$ cat config.mk
export PLATFORM = sky130hd
export DESIGN_NAME = rx_unpacker
export DESIGN_NICKNAME = d
export VERILOG_FILES = /design/src/rtl/rx_unpacker.sv
export SDC_FILE = /design/constraint.sdc
export NUM_CORES = 1
export LEC_CHECK = 0
export CORE_MARGIN = 10
export CORE_UTILIZATION = 50
export CTS_CLUSTER_SIZE = 14
export DETAILED_ROUTE_END_ITERATION = 8
export DONT_BUFFER_PORTS = 1
export GPL_TIMING_DRIVEN = 0
export SLEW_MARGIN = 20
export SYNTH_ARGS = -nofsm -noshare
export SYNTH_HDL_FRONTEND = slang
export SYNTH_SLANG_ARGS = --single-unit
$ cat constraint.sdc
create_clock -name usbclk -period 2.1 [get_ports usbclk]
set_input_delay 0.21 -clock usbclk [delete_from_list [all_inputs] [get_ports usbclk]]
set_output_delay 0.21 -clock usbclk [all_outputs]
set_load 0.05 [all_outputs]
$ cat src/rtl/rx_unpacker.sv
// Drains 32-bit RX FIFO words to the FX2 as 16-bit half-words, low half first,
// capping each read burst at 256 half-words and flagging when a full packet is buffered.
module rx_unpacker #(
   parameter int unsigned USEDW_WIDTH = 12,
   parameter int unsigned PKT_THRESH  = 128
) (
   input  logic                   usbclk,
   input  logic                   bus_reset,
   input  logic                   RD_fx2,
   input  logic [31:0]            fifo_q,
   input  logic                   fifo_empty,
   input  logic [USEDW_WIDTH-1:0] fifo_usedw,
   output logic                   fifo_rdreq,
   output logic [15:0]            usbdata,
   output logic                   pkt_ready,
   output logic                   underrun
);

   localparam int unsigned CNT_WIDTH = 9;
   localparam logic [USEDW_WIDTH-1:0] PKT_THRESH_W = USEDW_WIDTH'(PKT_THRESH);

   logic [CNT_WIDTH-1:0] read_count_q, read_count_d;
   logic                 half_q, half_d;
   logic [15:0]          usbdata_q, usbdata_d;
   logic                 pkt_ready_q, pkt_ready_d;
   logic                 underrun_q, underrun_d;
   logic                 rd_ok;

   // Burst counter, read acceptance and half-word selection.
   always_comb begin
      read_count_d = read_count_q;
      half_d       = half_q;
      usbdata_d    = usbdata_q;
      underrun_d   = underrun_q;
      fifo_rdreq   = 1'b0;
      pkt_ready_d  = (fifo_usedw >= PKT_THRESH_W);

      // Bit 8 set means 256 reads taken; further strobes are ignored until RD_fx2 drops.
      rd_ok = RD_fx2 & ~read_count_q[8] & ~bus_reset;

      if (RD_fx2 && !read_count_q[8]) begin
         read_count_d = read_count_q + CNT_WIDTH'(1);
      end else if (!RD_fx2) begin
         read_count_d = '0;
      end

      if (rd_ok) begin
         if (fifo_empty) begin
            usbdata_d  = 16'h0000;
            underrun_d = 1'b1;
         end else if (!half_q) begin
            usbdata_d = fifo_q[15:0];
            half_d    = 1'b1;
         end else begin
            usbdata_d  = fifo_q[31:16];
            half_d     = 1'b0;
            fifo_rdreq = 1'b1;
         end
      end
   end

   always_ff @(posedge usbclk) begin
      if (bus_reset) begin
         read_count_q <= '0;
         half_q       <= 1'b0;
         usbdata_q    <= 16'h0000;
         pkt_ready_q  <= 1'b0;
         underrun_q   <= 1'b0;
      end else begin
         read_count_q <= read_count_d;
         half_q       <= half_d;
         usbdata_q    <= usbdata_d;
         pkt_ready_q  <= pkt_ready_d;
         underrun_q   <= underrun_d;
      end
   end

   assign usbdata   = usbdata_q;
   assign pkt_ready = pkt_ready_q;
   assign underrun  = underrun_q;

endmodule

* Word-level counts from Yosys, hierarchy flattened
Cells that the tools add are included.
Word-level totals: bits of input ports 48, flip-flop bits (word level) 28, output and inout port bits 19
Operators by class: order comparisons 1, reduce and logical (&&, ||, !) cells 4, $add $sub $neg 1, multiplexer cells 8, eq/ne operators 1, bitwise operators 5
Operator list (number):
- 16-bit 2-to-1 mux | 2
- 9-bit 2-to-1 mux | 2
- 12-bit by 8-bit greater-or-equal comparator with 1-bit output, second input constant | 1
- 9-bit by 1-bit adder with 9-bit output, second input constant | 1
- 1-bit 2-to-1 mux | 4
- 2-bit AND reduction | 2
- 1-bit NOT | 3
- 1-bit bitwise AND | 2
- 2-bit by 1-bit inequality test with 1-bit output, second input constant | 1
- 1-bit logical AND | 1
- 1-bit zero test | 1

* Depth between registers and ports, before layout
Gate-level depths: netlist (run 1).
depth after elaboration 4, depth in mapped cells 6, gate-level depth less buffers 4

* Least setup slack after synthesis (run 1)
Ideal clock, no wire load.
path type register to output, start register read_count_q[8], end output fifo_rdreq, arrival time 1.530 ns, cell stages (with the launch flop) 5, required time 1.890 ns, slack 0.360 ns, path buffers 2, path through dfxtp_1 buf_6 nor4b_4 buf_6 and2_1
Between the ends: word-level cells in the longest chain between the ends 4
RTL lines:
- start: declaration | line 22 | logic [CNT_WIDTH-1:0] read_count_q, read_count_d;
- start signal: assignment | line 70 | read_count_q <= read_count_d;
- 1-bit NOT | line 39 | rd_ok = RD_fx2 & ~read_count_q[8] & ~bus_reset;
- 1-bit bitwise AND (2 in series) | line 39
- 1-bit 2-to-1 mux | line 47 | if (rd_ok) begin
- end: declaration | line 13 | output logic fifo_rdreq,
Every way passes these cells.

* Final worst setup path (run 1)
Ends and elaborated chain as after synthesis.

==> impl_results.md, run 1 <==
- Reg2reg start: half_q
- Post-synth top flop: dfxtp_1
- PortBufs: 0
- Total negative slack: 0 ns
- First-pass GRT wire length: ~4600 um
- Hold Fails Final Rpt: 0
- CTS tree: yes
- DR WL/cell: 16.6 um
- CTS Buf Count: 3
- DIE AREA: 0.00518 mm2
- Post-Synth Adder-Cell Area: less than 1%
- Hold path startpoint: fifo_usedw[7]
- Top cell type's share of synthesized area: ~42%
- Worst r2r dst: usbdata[8]
- Post-Syn Nets: between 150 and 200
- Slew Viols, Final: 0
- Dpl cells: 158
- Period utilization: around 93%
- Worst path required time: approximately 1.9 ns
- Via Count: roughly 930
- CP Max Fanout: 10
- I/O Pins: 67
- Antenna violations before repair: 0
- Post-synthesis compound-gate area fraction: between 15 and 20%
- Ys async rst share: 0%
- Max cap viols: 0
- Hold Path Sink: pkt_ready
- DRC Markers: 0
- Register area share after synthesis: 41.5%
- CTS H-Tree Depth: 1
- Die Y: about 72 um
- Gpl congestion: between 0.7 and 0.8
- TritonRoute pass-1 iters: 3
- RSZ-0062 raised after global routing: false
- Initial DRC Count: 14
- Syn Inst Count: approximately 130
- CP startpoint kind: flop
- Fin nets: 185
- Fmax: approximately 0.5 GHz
- Cell Count, Final, Fillers Out: 165
- Worst-path clk slew: 0.15 ns
- Slew @ Worst Pin: approximately 0.55 ns
- CP arrival: approximately 1.7 ns
- Post-Synth XOR/XNOR Area: between 3 and 4%
- # rows: 18
- Final WS setup: between 0.1 and 0.15 ns
- Via density: 5.63
- EDFF count, synth: 0
- LEAKAGE: around 0.52 nW
- Largest family of logic cells by synthesized area: simple AND/OR/NAND/NOR gates
- Top-count cell post-synth: dfxtp_1
- HPWL after detailed placement: between 2000 and 2500 um
- Critical path class: reg -> out
- Final worst path period need: a little under 2 ns
- Detail Route Antenna Nets: 0
- Starting density of the core: between 50% and 60%
- Share of layout cells above drive strength 1: 34.1%
- Antenna diodes: 0
- Max transition margin: between 60% and 70%
- Die Wd: 72.0 um
- Area grow syn2layout: 7.23%
- Core outline area: around 0.0025 mm2
- Avg Cell Area, Syn: roughly 11 um2
- Hold-fix buffers, CTS: 0
- R2r worst-path depth: 5
- Flop2flop setup slack: around 0.65 ns
- VDD IR-drop max: roughly 0.38 mV
- Crit. Startpoint: read_count_q[8]
- Mux contribution to synthesized area: between 10 and 15%
- Pwr dens: around 660 mW/mm2
- Top cells by count, synth: dfxtp_1, nor2_1, mux2_2, nor2_2, a22oi_2
- Netlist cell types: 31
- Status: finished clean
- Vias in the first global route: 1005
- Largest cells by area after synthesis: dfxtp_1, a22oi_2, mux2_2, mux2_1, nor2_2
- Maximum number of pins on one net before global-route repair: 16
- DP Worst Slack: a little under 0.2 ns
- Synth area leader: dfxtp_1
- Synth Cell Area: roughly 0.0014 mm2
- YS warnings: 0
- Setup violators final: 0
- TritonCTS Sinks: 28
- GRT Overall Usage: between 10% and 20%
- Clock Root Buffer: clkbuf_4
- Skew final: around 0.0022 ns
- Clock Tree Buf Depth: 2
- Drt total wl: 2740 um
- Class of the worst hold path: in -> reg
- Critical Path End Type: output port
- Post-synthesis simple-gate area fraction: a little under a fifth
- Total grt overflow: 0
- Clock latency on the worst-skew pair: 0.32 ns
- Synthesized flop and latch total: 28
- Worst Hold Depth: 2
==> worst max-delay path by stage <==
stage	endpoint
after floorplan	fifo_rdreq
after CTS	fifo_rdreq
after global routing	fifo_rdreq
after global placement	fifo_rdreq
after detailed placement	fifo_rdreq
final	fifo_rdreq
==> metrics by stage <==
step / utilization, % / power, W / cell area (um2) / hold WS (ns)
floorplan: - / 0.000688 / 1350 / 0.360
detailed placement: 55.0 / 0.000704 / 1390 / 0.371
finish: 57.4 / 0.000954 / 1450 / 0.0406
global placement: 55.0 / 0.000702 / 1390 / 0.364
CTS: 56.5 / 0.000968 / 1430 / 0.0222
global route: 57.4 / 0.00100 / 1450 / 0.0161
==> report_power, final <==
part | switching (W) | internal (W) | total [W]
Combinational | 0.0000490 | 0.0000515 | 0.000101
Sequential | 0.0000473 | 0.000545 | 0.000592
Clock | 0.000155 | 0.000106 | 0.000261
==> metal layers <==
metal / share of wire [%] / vias up / global-route usage (%)
met5: 0 / - / 0
met4: 0.69 / 0 / 3.87
met3: 14 / 2 / 5.58
met2: 46 / 38 / 17.5
met1: 39 / 422 / 10.9
li1: - / 467 / -
==> kinds of logic after synthesis <==
kind of cell / after synthesis
XOR/XNOR: 5
flip-flops: 28
multiplexers: 17
adder cells (fa/ha/maj): 1
AO/OA/AOI/OAI: 25
buffers and inverters: 11
AND/OR/NAND/NOR: 41
==> final cells by class <==
class | instances | area, um2
buffer | 9 | 68.8
timing repair buffer | 3 | 22.5
inverter | 2 | 7.51
fill | 230 | 1070
sequential | 28 | 561
clock buffer | 4 | 36.3
tap | 30 | 37.5
multi-input combinational | 89 | 714
==> critical path, stage by stage (launching register included) <==
cell and delay (ns):
dfxtp_1 0.34, buf_6 0.13, nor4b_4 0.25, buf_4 0.20
buf_6 0.17, and2_2 0.32
==> registers in the layout, indices dropped and copies added (netlist names) <==
| register | cells |
|---|---|
| read_count_q | 9 |
| pkt_ready | 1 |
| underrun | 1 |
| usbdata | 16 |
| half_q | 1 |
==> cells in the final DEF (no fill, tap or decap) <==
master / n
and2b_2: 1
nand3b_4: 1
a31oi_1: 1
ha_1: 1
xor2_1: 3
mux2i_1: 1
and2_2: 1
o31ai_1: 1
a21oi_1: 5
nor2_2: 10
clkbuf_8: 1
nand3_1: 2
nand2_1: 2
buf_4: 3
nor4b_4: 1
buf_12: 1
nand2b_1: 2
clkbuf_1: 3
o21ai_0: 2
nor2_1: 14
or4_1: 1
buf_2: 3
buf_6: 2
dfxtp_1: 28
mux2_2: 10
inv_1: 2
xnor2_1: 2
a22oi_1: 7
nand4b_1: 2
nor3_1: 1
or3_1: 3
mux2_1: 6
a22oi_2: 9
clkbuf_4: 3
==> timing repair <==
action,4_1_cts,5_1_grt
setup endpoints to repair,1,1
gates resized for setup,1,0
endpoints found under the hold margin,0,0
setup buffers,0,3
pin swaps,1,1
(Power assumes the default switching activity.)
==> run 2: changes to the inputs <==
--- a/config.mk
+++ b/config.mk
@@ -11,7 +11,6 @@
 export DETAILED_ROUTE_END_ITERATION = 8
 export DONT_BUFFER_PORTS = 1
 export GPL_TIMING_DRIVEN = 0
-export SLEW_MARGIN = 20
 export SYNTH_ARGS = -nofsm -noshare
 export SYNTH_HDL_FRONTEND = slang
 export SYNTH_SLANG_ARGS = --single-unit
==> results of run 2 <==
The final DEF is identical to that of run 1; final timing and power are the same.
